--- src/rtl/segment_text_scroller_pkg.sv ---
// Shared display definitions for the seven-segment character feeders.
package segment_text_scroller_pkg;

   localparam int CHAR_W = 8;
   localparam logic [CHAR_W-1:0] BLANK_CHAR_DEFAULT = 8'h20;

   typedef enum logic [1:0] {
      IDLE   = 2'd0,
      LOAD   = 2'd1,
      SCROLL = 2'd2
   } scrollState_e;

endpackage

--- src/rtl/scroll_tick_divider.sv ---
// Enable-gated modulo-DIV counter; o_tick marks the enabled cycle that wraps it.
module scroll_tick_divider #(
   parameter int DIV = 6250000
) (
   input  logic i_clk,
   input  logic i_rst_n,
   input  logic i_restart,
   input  logic i_enable,
   output logic o_tick
);

   localparam int W = (DIV > 1) ? $clog2(DIV) : 1;
   localparam logic [W-1:0] LAST = W'(DIV - 1);

   logic [W-1:0] divCount;

   // Restart wins over the wrap so a restarted divider never emits a stray tick.
   assign o_tick = i_enable && !i_restart && (divCount == LAST);

   always_ff @(posedge i_clk or negedge i_rst_n) begin
      if (!i_rst_n) begin
         divCount <= '0;
      end else if (i_restart) begin
         divCount <= '0;
      end else if (i_enable) begin
         divCount <= o_tick ? '0 : divCount + W'(1);
      end
   end

endmodule

--- src/rtl/segment_text_scroller.sv ---
// Stores a short ASCII message and scrolls it right-to-left through a
// two-character window feeding the left/right seven-segment decoders.
module segment_text_scroller
   import segment_text_scroller_pkg::*;
#(
   parameter int                MAX_LEN    = 16,
   parameter int                SCROLL_DIV = 6250000,
   parameter logic [CHAR_W-1:0] BLANK_CHAR = BLANK_CHAR_DEFAULT
) (
   input  logic              i_clk,
   input  logic              i_rst_n,
   input  logic              i_wr_valid,
   input  logic [CHAR_W-1:0] i_wr_char,
   input  logic              i_wr_last,
   output logic              o_wr_ready,
   input  logic              i_clear,
   input  logic              i_enable,
   output logic [CHAR_W-1:0] o_char_left,
   output logic [CHAR_W-1:0] o_char_right,
   output logic              o_step,
   output logic              o_scrolling
);

   localparam int CW = $clog2(MAX_LEN + 1);
   localparam int IW = $clog2(MAX_LEN + 2);
   localparam int AW = $clog2(MAX_LEN);

   scrollState_e      state, stateN;
   logic [CW-1:0]     count, countN;
   logic [CW-1:0]     len, lenN;
   logic [IW-1:0]     idx, idxN;
   logic [CHAR_W-1:0] mem [MAX_LEN];

   logic              accept;
   logic              finalWr;
   logic              tick;
   logic [IW-1:0]     lastIdx;
   logic [IW-1:0]     lastIdxN;
   logic [IW-1:0]     rightPos;
   logic [CHAR_W-1:0] leftN, rightN;

   // Handshake: a character transfers on a cycle where i_wr_valid and
   // o_wr_ready are both high; ready is combinational, drops in SCROLL and
   // whenever i_clear is asserted, so a clear always swallows the write.
   assign o_wr_ready = (state != SCROLL) && !i_clear;
   assign accept     = i_wr_valid && o_wr_ready;
   assign finalWr    = accept && (i_wr_last || (count == CW'(MAX_LEN - 1)));

   scroll_tick_divider #(
      .DIV (SCROLL_DIV)
   ) u_divider (
      .i_clk     (i_clk),
      .i_rst_n   (i_rst_n),
      .i_restart (i_clear || (state != SCROLL)),
      .i_enable  (i_enable),
      .o_tick    (tick)
   );

   assign lastIdx = IW'(len) + IW'(1);

   always_comb begin
      stateN = state;
      countN = count;
      lenN   = len;
      idxN   = idx;
      if (i_clear) begin
         stateN = IDLE;
         countN = '0;
         lenN   = '0;
         idxN   = '0;
      end else if (accept) begin
         countN = count + CW'(1);
         stateN = finalWr ? SCROLL : LOAD;
         if (finalWr) begin
            lenN = count + CW'(1);
            idxN = '0;
         end
      end else if (state == SCROLL && tick) begin
         idxN = (idx == lastIdx) ? '0 : idx + IW'(1);
      end
   end

   // The window registers load from next-state values, so the character
   // being written on the final accept has to bypass the array.
   assign lastIdxN = IW'(lenN) + IW'(1);
   assign rightPos = (idxN == lastIdxN) ? '0 : idxN + IW'(1);

   always_comb begin
      leftN  = BLANK_CHAR;
      rightN = BLANK_CHAR;
      if (stateN == SCROLL) begin
         if (idxN < IW'(lenN)) begin
            leftN = (accept && idxN == IW'(count)) ? i_wr_char : mem[idxN[AW-1:0]];
         end
         if (rightPos < IW'(lenN)) begin
            rightN = (accept && rightPos == IW'(count)) ? i_wr_char : mem[rightPos[AW-1:0]];
         end
      end
   end

   always_ff @(posedge i_clk) begin
      if (accept) begin
         mem[count[AW-1:0]] <= i_wr_char;
      end
   end

   always_ff @(posedge i_clk or negedge i_rst_n) begin
      if (!i_rst_n) begin
         state        <= IDLE;
         count        <= '0;
         len          <= '0;
         idx          <= '0;
         o_char_left  <= BLANK_CHAR;
         o_char_right <= BLANK_CHAR;
         o_step       <= 1'b0;
         o_scrolling  <= 1'b0;
      end else begin
         state        <= stateN;
         count        <= countN;
         len          <= lenN;
         idx          <= idxN;
         o_char_left  <= leftN;
         o_char_right <= rightN;
         o_step       <= tick;
         o_scrolling  <= (stateN == SCROLL);
      end
   end

endmodule

--- config.mk ---
export PLATFORM = sky130hd
export DESIGN_NAME = segment_text_scroller
export DESIGN_NICKNAME = d
export VERILOG_FILES = /design/src/rtl/segment_text_scroller_pkg.sv /design/src/rtl/scroll_tick_divider.sv /design/src/rtl/segment_text_scroller.sv
export SDC_FILE = /design/constraint.sdc
export NUM_CORES = 1
export LEC_CHECK = 0
export ABC_AREA = 0
export CAP_MARGIN = 20
export CORE_MARGIN = 1.5
export CORE_UTILIZATION = 63
export CTS_CLUSTER_SIZE = 10
export DETAILED_ROUTE_END_ITERATION = 16
export PLACE_DENSITY = 0.86
export SLEW_MARGIN = 0
export SYNTH_ARGS = -nofsm -noshare
export SYNTH_HDL_FRONTEND = slang
export SYNTH_HIERARCHICAL = 1
export SYNTH_SLANG_ARGS = --single-unit
--- constraint.sdc ---
create_clock -name i_clk -period 13.37 [get_ports i_clk]
set_input_delay 2.674 -clock i_clk [delete_from_list [all_inputs] [get_ports i_clk]]
set_output_delay 2.674 -clock i_clk [all_outputs]
set_load 0.005 [all_outputs]
# [Word level (Yosys, flattened, before mapping)]
# Memory sizes are Yosys's and may differ from the RTL's.
# Cells that the tools add are included.
[classes] n_addsub=6 n_lt_le_gt_ge=2 n_eq_ne=9 mux=25 reduce_logical=14
[ops] op="two-way mux 23 bit" count=3
[ops] op="two-way mux 5 bit" count=11
[ops] op="two-way mux 8 bit" count=6
[ops] op="adder 5 x 1 -> 5 bit, second input constant" count=5
[ops] op="adder 23 x 1 -> 23 bit, second input constant" count=1
[ops] op="equality test 23 bit, second input constant" count=1
[ops] op="equality test 5 bit" count=4
[ops] op="less-than comparator 5 bit" count=2
[ops] op="logical AND 1 bit" count=8
[ops] op="two-way mux 2 bit" count=3
[ops] op="equality test 5 x 4 -> 1 bit, second input constant" count=1
[ops] op="equality test 2 bit, second input constant" count=2
[ops] op="nonzero test 2 bit" count=2
[ops] op="logical NOT 1 bit" count=2
[ops] op="logical OR 1 bit" count=2
[ops] op="two-way mux 1 bit" count=2
[ops] op="inequality test 2 bit, second input constant" count=1
[totals] ff_bits=58 mem_bits_rw=128 wordCells=66 memories=1
[mem_list] memory="mem" words=16 width=8 read_ports=2 rd_ports_with_merged_regs=0 write_ports=1 line="segment_text_scroller.sv:32" text="logic [CHAR_W-1:0] mem [MAX_LEN];"

# [Depth between registers and ports, before layout]
# Gate-level depths: netlist (run 1).
[depth] word_depth=16 ltp_mapped=25 mapped_depth_nobuf=22

# [By module]
# Netlist (run 1), hierarchy kept.
[modules_own_cells] mod="segment_text_scroller" n_inst=1 cells_per_inst=787 area_each_um2=8831.0 seq_area_each_um2=4722.0
[modules_own_cells] mod="scroll_tick_divider" n_inst=1 cells_per_inst=167 area_each_um2=1423.9 seq_area_each_um2=575.6

# [Worst setup path after synthesis (run 1)]
# No wires, ideal clock.
[synth_timing] path_type="input -> register" from="in i_clear" to="reg o_char_right[7]" arrival_time_ns=7.816 required_ns=13.303 slack_ns=5.487 path_stages=23 path_buffers=7 cell_sequence="buf_2 -> clkbuf_1 -> nand2b_1 -> inv_1 -> clkbuf_1 -> nand2_1 -> nor2_1 -> and2_1 -> nor3b_1 -> a22o_2 -> buf_1 -> clkbuf_1 -> clkbuf_1 -> ha_1 -> xnor2_1 -> clkbuf_1 -> nand2_1 -> inv_1 -> ha_1 -> a21o_1 -> a21o_1 -> a2111oi_4 -> o311a_1"
[synth_via] elab_chain_len=15 elab_cells_between_ends=31 cone_classes="add/sub (2); order compare (1); eq/ne (3); mux (14); reduce/logical (10); memory (1)"
[synth_lines] item="start, declared" line="segment_text_scroller.sv:16" text="input logic i_clear,"
[synth_lines] item="logical OR 1 bit *" line="segment_text_scroller.sv:54" text=".i_restart (i_clear || (state != SCROLL)),"
[synth_lines] item="logical NOT 1 bit *" line="scroll_tick_divider.sv:18" text="assign o_tick = i_enable && !i_restart && (divCount == LAST);"
[synth_lines] item="logical AND 1 bit * (2 in a row)" line="scroll_tick_divider.sv:18"
[synth_lines] item="via tick" line="segment_text_scroller.sv:36" text="logic tick;"
[synth_lines] item="logical AND 1 bit *" line="segment_text_scroller.sv:78" text="end else if (state == SCROLL && tick) begin"
[synth_lines] item="two-way mux 5 bit *" line="segment_text_scroller.sv:78"
[synth_lines] item="two-way mux 5 bit *" line="segment_text_scroller.sv:71" text="end else if (accept) begin"
[synth_lines] item="two-way mux 5 bit *" line="segment_text_scroller.sv:66" text="if (i_clear) begin"
[synth_lines] item="via idxN[0]" line="segment_text_scroller.sv:31" text="logic [IW-1:0] idx, idxN;"
[synth_lines] item="adder 5 x 1 -> 5 bit / equality test 5 bit (equally long branches)" line="segment_text_scroller.sv:86" text="assign rightPos = (idxN == lastIdxN) ? '0 : idxN + IW'(1);"
[synth_lines] item="two-way mux 5 bit *" line="segment_text_scroller.sv:86"
[synth_lines] item="parallel branches: the longest is 3 deep, another holds memory read (16 x 8 bit)"
[synth_lines] item="two-way mux 8 bit *" line="segment_text_scroller.sv:95" text="if (rightPos < IW'(lenN)) begin"
[synth_lines] item="two-way mux 8 bit *" line="segment_text_scroller.sv:91" text="if (stateN == SCROLL) begin"
[synth_lines] item="via rightN[7]" line="segment_text_scroller.sv:40" text="logic [CHAR_W-1:0] leftN, rightN;"
[synth_lines] item="end signal, assigned" line="segment_text_scroller.sv:123" text="o_char_right <= rightN;"
[synth_lines] item="end, declared" line="segment_text_scroller.sv:19" text="output logic [CHAR_W-1:0] o_char_right,"
# Mark *: on every way through the listed nets, which the timed path passes.
# A chain may end at the register's enable or synchronous reset.

# [Worst setup path after layout (run 1)]
[layout_timing] from="in i_clear" to="reg o_char_right[7]"
[layout_via] elab_chain_len=15 elab_cells_between_ends=31 cone_classes="add/sub (2); order compare (1); eq/ne (3); mux (14); reduce/logical (10); memory (1)"
[layout_lines] item="logical OR 1 bit *" line="segment_text_scroller.sv:54"
[layout_lines] item="logical NOT 1 bit *" line="scroll_tick_divider.sv:18"
[layout_lines] item="logical AND 1 bit * (2 in a row)" line="scroll_tick_divider.sv:18"
[layout_lines] item="via tick" line="segment_text_scroller.sv:36"
[layout_lines] item="logical AND 1 bit *" line="segment_text_scroller.sv:78"
[layout_lines] item="two-way mux 5 bit *" line="segment_text_scroller.sv:78"
[layout_lines] item="two-way mux 5 bit *" line="segment_text_scroller.sv:71"
[layout_lines] item="two-way mux 5 bit *" line="segment_text_scroller.sv:66"
[layout_lines] item="adder 5 x 1 -> 5 bit / equality test 5 bit (equally long branches)" line="segment_text_scroller.sv:86"
[layout_lines] item="two-way mux 5 bit *" line="segment_text_scroller.sv:86"
[layout_lines] item="parallel branches: the longest is 3 deep, another holds memory read (16 x 8 bit)"
[layout_lines] item="two-way mux 8 bit *" line="segment_text_scroller.sv:95"
[layout_lines] item="two-way mux 8 bit *" line="segment_text_scroller.sv:91"
[layout_lines] item="via rightN[7]" line="segment_text_scroller.sv:40"
# Marks and branches as above.

==> results of run 1 <==
-- worst max-delay path, cell delays in order --
cell,delay (ps)
clkdlybuf4s50_1,820
nand2b_1,580
inv_1,350
nand2_1,210
nor2_1,90
and2_1,210
o21ai_0,410
a22o_4,370
clkinv_2,360
ha_1,430
a211oi_4,270
nand2_1,370
nand2_1,390
inv_1,110
ha_1,310
a21o_1,160
a21o_1,200
a2111oi_4,610
o311a_1,270
-- layout by cell type (no fill, tap or decap), types with 5 or more instances in the layout --
master,synthesis,layout
nand2_1,128,128
nand3_1,22,22
xnor2_1,16,16
mux2i_1,11,11
o21a_1,8,8
and3_1,7,7
a311oi_1,32,32
nor3_1,27,27
clkbuf_16,0,17
and2_1,41,41
o22ai_1,5,5
or3_1,5,5
edfxtp_1,128,128
inv_1,24,23
xor2_1,8,8
clkdlybuf4s50_1,0,31
o21ai_0,27,27
nor2_1,66,66
a211o_1,9,9
nand4_1,17,17
a31oi_1,19,19
a2111oi_0,11,11
a211oi_1,35,35
nand2b_1,9,9
ha_1,19,19
nor4_1,8,8
a21oi_1,46,45
buf_4,1,12
nor2b_1,12,12
dfrtp_1,56,56
mux4_2,17,17
-- registers in the layout, indices dropped and copies added, names as in the netlist --
name / count
len: 5
mem: 128
u_divider/divCount: 23
o_char_left: 8
idx: 5
o_step: 1
state: 2
count: 5
o_scrolling: 1
o_char_right: 8
-- area by class of cell --
| type | instances | area (µm²) |
|---|---|---|
| tap | 216 | 270 |
| clock inverter | 15 | 179 |
| inverter | 26 | 98.8 |
| fill | 1083 | 4640 |
| timing repair buffer | 44 | 405 |
| multi-input combinational | 678 | 4570 |
| clock buffer | 17 | 425 |
| sequential | 186 | 5300 |
-- routing by layer --
metal	part of all wire, %	up-vias	global-route usage (%)
li1	-	3609	-
met1	39	4020	46.3
met2	46	606	51.3
met3	12	101	9.41
met4	3.5	0	13.3
met5	0	-	0
-- stage by stage --
stage | setup WS, ps | utilization, % | area (µm²) | cells
6_report | 4530 | 70.8 | 11200 | 1182
2_1_floorplan | 5490 | - | 10300 | 954
5_1_grt | 4170 | 70.8 | 11200 | 1182
3_3_place_gp | 4500 | 67.0 | 10600 | 1150
4_1_cts | 4730 | 70.8 | 11200 | 1182
3_5_place_dp | 4290 | 67.0 | 10600 | 1150
-- kinds of logic (layout without fill, tap and decap cells) --
group	after synthesis	count (layout)
AOI/OAI and AO/OA	235	235
xor gates and xnor gates	25	25
adders and majority gates	19	19
buffers and inverters	90	102
DFF	186	186
muxes	31	31
and+or+nand+nor	368	368
-- final timing paths --
path,startpoint,endpoint,slack [ps],depth (start not counted)
setup / recovery,i_clear,o_char_right[7]$_DFF_PN0_,4530,19
hold / removal,u_divider/divCount[1]$_DFFE_PN0P_,u_divider/divCount[1]$_DFFE_PN0P_,560,2
setup reg to reg,count[0]$_DFFE_PN0P_,o_char_right[7]$_DFF_PN0_,6720,22
hold reg to reg,u_divider/divCount[1]$_DFFE_PN0P_,u_divider/divCount[1]$_DFFE_PN0P_,560,2
max in group asynchronous,i_rst_n,len[4]$_DFF_PN0_,10510,2
min in group asynchronous,i_rst_n,u_divider/divCount[9]$_DFFE_PN0P_,2380,2
-- power by group --
part / switching, W / internal (W) / total, W
logic: 0.0000424 / 0.0000223 / 0.0000647
registers: 0.00000519 / 0.000622 / 0.000627
clock network: 0.000248 / 0.000268 / 0.000517
total: 0.000296 / 0.000913 / 0.00121
==> out/qor.csv, run 1 <==
stage,metric,value,unit
clock_tree,numCtsBuffers,17,
synthesis,synth_top_family_by_area,simple AND/OR/NAND/NOR gates,
timing,fin_crit,8840,ps
drt,wl,27500,µm
final_layout,area_growth,9.68,%
synthesis,seq_area_frac_synth,51.7,%
timing,tns,0,ps
timing,skew,13.6,ps
power,max-vdd-ir-drop,96.6,µV
synthesis,synth_compound_area_share,17.0,%
placement,place.port_buffers,32,
synthesis,synthMuxAreaShare,5.14,%
run,maxCapViolations,0,
grt,grt_max_degree,86,
clock_tree,cts_setup_buffers,0,
grt,grt_pass1_wl,42500,µm
power,finalPower,0.00121,W
drt,firstDrtPassIters,8,
floorplanning,ioPinCount,33,
placement,dp_hpwl,17900,µm
grt,grt_pass1_vias,7689,
timing,hold_violations,0,
drt,wl_per_cell,23.3,µm
worst_setup_path,required,13750,ps
timing,fmax,113,MHz
timing,slew_headroom,33.5,%
clock_tree,cts-root-buf,clkbuf_16,
run_status,status,"complete, no violations",
worst_setup_path,crit_type,input port to register,
synthesis,synth.top_cell.area_share,37.5,%
grt,antenna_found_initial,0,
floorplanning,fp.dieH,131,µm
synthesis,synthAdderAreaFrac,2.32,%
synthesis,yosys.area.top_type,edfxtp_1,
worst_setup_path,critPathCaptureType,register,
final_layout,fin_nets,986,
grt,groute.usage.overall,33.7,%
synthesis,async_flop_share,31.2,%
floorplanning,die_x,131,µm
placement,routabilityCongestion,0.960,
worst_setup_path,start_kind,input port,
hold_path,hold_class,register to register,
floorplanning,design.core.area,0.0159,mm²
clock_tree,cts_resized,0,
synthesis,synth_area_leaders,"edfxtp_1, dfrtp_1, nand2_1",
timing,finalCritPeriodShare,66.1,%
synthesis,yosys_register_bits,186,
synthesis,synth_commonest_cells,"edfxtp_1, nand2_1, nor2_1, dfrtp_1, a21oi_1",
timing,rsz0062_at_grt,no,
clock_tree,cts_tree,yes,
synthesis,syn-num-nets,987,
timing,drv_slew,0,
timing,hold_ws,564,ps
clock_tree,cts_hold_buf,0,
clock_tree,cts_htree_levels,4,
power,powerDensity,107,mW/mm²
synthesis,synth-edff-count,128,
synthesis,synth_cells,954,
floorplanning,num_rows,46,
timing,worstMarginPinSlew,993,ps
synthesis,synthSimpleGateAreaFrac,17.7,%
floorplanning,dieArea,0.0171,mm²
clock_tree,cts.sinks,186,
clock_tree,clock_path_buffers,2,
floorplanning,initial_utilization,64.6,%
worst_setup_path,cp_data_arrival_time,9230,ps
power,p_leak,3.99,nW
drt,drt-initial-drc-count,1347,
final_layout,drive_above_1_share,9.42,%
drt,via_count,8336,
drt,drc,0,
drt,ant_nets,0,
synthesis,ys_warn_count,6,
synthesis,synth.distinct_cells,87,
synthesis,syn_area,0.0103,mm²
synthesis,synth.avg_cell_area,10.7,µm²
timing,finalSetupViolCount,0,
synthesis,synth_xor_area_share,2.27,%
drt,vias_per_cell,7.05,
clock_tree,clkLatencyLatePin,450,ps
clock_tree,clkTransAtPathRegs,70,ps
grt,grt_overflow,0,
synthesis,yosys_most_used_dff,edfxtp_1,
final_layout,diodes,0,
worst_setup_path,crit_fanout,22,
No activity file was read; power rests on OpenSTA's default activity.
==> run 2, diff against run 1 <==
Settings changed: CORE_UTILIZATION 63 to 56, PLACE_DENSITY 0.86 to 0.81.
Clock period 13.37 ns to 7.8 ns, I/O delays scaled along.
==> run 2 against run 1 <==
Net effect:
- combinational power is 67% higher
- global-route usage is 5.0 points lower
- final area is 0.33% higher
- via count down 3.0%
- non-clock buffer count grew 3
- routed wire length fell by 2.8%
- critical path type unchanged
==> out/qor.csv, run 2 (synthesized netlist as in run 1, its figures left out) <==
stage,metric,value,unit,change
clock_tree,clkLatencyLatePin,450,ps,about the same
power,seqPwrFrac,52.4,%,+0.5 points
floorplanning,initial_utilization,57.1,%,-7.5 points
timing,slew_headroom,22.2,%,-11 points
hold_path,hold_depth,1,,-1
final_layout,final_cell_mix,"nand2_1, edfxtp_1, nor2_1",,
floorplanning,die_x,138,µm,+5.9%
timing,fin_crit,6700,ps,
power,p_int,0.00154,W,+69%
run,maxCapViolations,0,,unchanged
grt,grt_pass1_vias,7600,,-1.2%
final_layout,largest_register_ffs,128,,unchanged
final_layout,area_growth,10.0,%,
floorplanning,fp.dieH,138,µm,+5.9%
placement,routabilityCongestion,0.943,,-1.7%
power,combPwrFrac,5.3,%,about the same
floorplanning,design.core.area,0.0180,mm²,+13%
timing,post-route-worst-setup-slack,1100,ps,-3430 ps
clock_tree,clock_path_buffers,2,,unchanged
clock_tree,cts_hold_buf,0,,unchanged
clock_tree,cts.sinks,186,,unchanged
drt,firstDrtPassIters,5,,-3
placement,dp_hpwl,17200,µm,-3.7%
worst_setup_path,critPathSlowestCell,a2111oi_4,,
worst_setup_path,slowest_delay,630,ps,-190 ps
final_layout,drive_above_1_share,9.92,%,+0.50 points
timing,worstMarginPinSlew,1160,ps,+169 ps
floorplanning,dieArea,0.0191,mm²,+12%
power,power_switching,0.000511,W,+73%
drt,via_count,8085,,-3.0%
worst_setup_path,path_depth,22,,+3
grt,groute.usage.overall,28.7,%,-5.0 points
placement,place.port_buffers,32,,unchanged
timing,skew,12.0,ps,-1.52 ps
grt,antenna_found_initial,0,,unchanged
timing,finalSetupViolCount,0,,unchanged
timing,rsz0062_at_grt,no,,
clock_tree,cts_resized,0,,unchanged
drt,drt-initial-drc-count,1164,,-14%
timing,drv_slew,0,,unchanged
clock_tree,cts-root-buf,clkbuf_16,,
worst_setup_path,crit_fanout,17,,-23%
power,powerDensity,182,mW/mm²,+69%
run_status,status,"complete, no violations",,
floorplanning,ioPinCount,33,,unchanged
worst_setup_path,critPathCaptureType,register,,
worst_setup_path,cp_data_arrival_time,7030,ps,-2200 ps
worst_setup_path,cp_top_family,simple AND/OR/NAND/NOR gates,,
timing,fmax,149,MHz,
power,finalPower,0.00205,W,+70%
grt,grt_overflow,0,,unchanged
drt,wl_per_cell,22.3,µm,-4.1%
worst_setup_path,start_kind,input port,,
placement,dp_slack,766,ps,-3520 ps
hold_path,hold_class,register to register,,
drt,vias_per_cell,6.75,,-4.2%
clock_tree,clkTransAtPathRegs,70,ps,about the same
placement,dpl_cell_area,0.0107,mm²,+0.51%
drt,ant_nets,0,,unchanged
floorplanning,num_rows,49,,+6.5%
worst_setup_path,cp_cell_sequence,"clkdlybuf4s50_1, buf_4, nand2b_1, buf_4, inv_1, nand2_1, nor2_1, and4b_1, nand3_1, xnor2_1, a32o_1, xnor2_1, nor3b_1, nand2_1, buf_4, nand2_1, inv_1, ha_1, a21o_1, a21o_1, a2111oi_4, o311ai_1",,
worst_setup_path,required,8130,ps,-5620 ps
worst_setup_path,critPathBufInv,6,,+2
clock_tree,cts_htree_levels,4,,unchanged
final_layout,fin_nets,989,,+0.30%
timing,finalCritPeriodShare,85.9,%,
grt,grt_pass1_wl,42600,µm,+0.34%
timing,tns,0,ps,unchanged
worst_setup_path,crit_type,input port to register,,
drt,drc,0,,unchanged
power,clkPwrFrac,42.3,%,-0.4 points
drt,wl,26700,µm,-2.8%
grt,grt_max_degree,103,,+20%
power,p_sw_share,24.9,%,+0.47 points
power,max-vdd-ir-drop,153,µV,+58%
clock_tree,cts_setup_buffers,0,,unchanged
clock_tree,cts_tree,yes,,
final_layout,diodes,0,,unchanged
final_layout,fin_area,0.0113,mm²,+0.33%
timing,hold_violations,0,,unchanged
power,p_leak,4.01,nW,+0.59%
clock_tree,numCtsBuffers,17,,unchanged
worst_setup_path,ff2ff_path_depth,23,,+4.5%
final_layout,num-fill-cells,1371,,+27%
==> run 2: final timing paths <==
path                                                    start                                 end  slack, ps
max reg2reg                              count[0]$_DFFE_PN0P_           o_char_right[5]$_DFF_PN1_       1550
min in group asynchronous                             i_rst_n  u_divider/divCount[19]$_DFFE_PN0P_       1280
min                        u_divider/divCount[11]$_DFFE_PN0P_  u_divider/divCount[11]$_DFFE_PN0P_        550
max in group asynchronous                             i_rst_n   u_divider/divCount[0]$_DFFE_PN0P_       6030
max                                                   i_clear           o_char_right[5]$_DFF_PN1_       1100
min reg2reg                u_divider/divCount[11]$_DFFE_PN0P_  u_divider/divCount[11]$_DFFE_PN0P_        550
==> run 2: power by group through the flow <==
stage                      logic, W  registers (W)  clock network, W
after floorplan           0.0000614        0.00109                 0
after global placement     0.000104        0.00110                 0
after detailed placement   0.000105        0.00110                 0
after CTS                  0.000107        0.00107          0.000873
after global routing       0.000119        0.00108          0.000910
final                      0.000108        0.00108          0.000867
==> run 2: routing by layer <==
layer | GRT usage (%) | vias to the layer above | share of wire, % | wire [µm]
li1 | - | 3625 | - | -
met1 | 40.4 | 3883 | 40 | 10800
met2 | 44.2 | 510 | 46 | 12300
met3 | 5.99 | 67 | 11 | 2980
met4 | 10.9 | 0 | 2.6 | 705
met5 | 0 | - | 0 | 0
==> run 2: per-stage QoR <==
step                      instances  utilization, %  hold slack (ps)
final                          1197            62.8              549
after CTS                      1197            62.8              547
after global placement         1166            59.5              526
after floorplan                 954               -              492
after detailed placement       1166            59.5              537
after global routing           1197            62.8              573
==> run 2: layout make-up <==
| type | instances | area [µm²] | share of cell area, % |
|---|---|---|---|
| flip-flops and latches | 186 | 5300 | 46.9 |
| well taps | 229 | 287 | 2.54 |
| inverters | 26 | 98.8 | 0.876 |
| repair buffers | 47 | 428 | 3.79 |
| multi-input cells | 678 | 4590 | 40.6 |
| clock buffers | 17 | 425 | 3.77 |
| clock inverters | 14 | 163 | 1.44 |
==> run 2: worst reg2reg max path, delay by kind of cell (launching register included) <==
kind | cells | cell delay [ps]
and+or+nand+nor | 9 | 2190
AOI/OAI and AO/OA | 6 | 1560
adders and majority gates | 4 | 1080
DFF | 1 | 640
xor gates and xnor gates | 2 | 360
buffers and inverters | 2 | 290
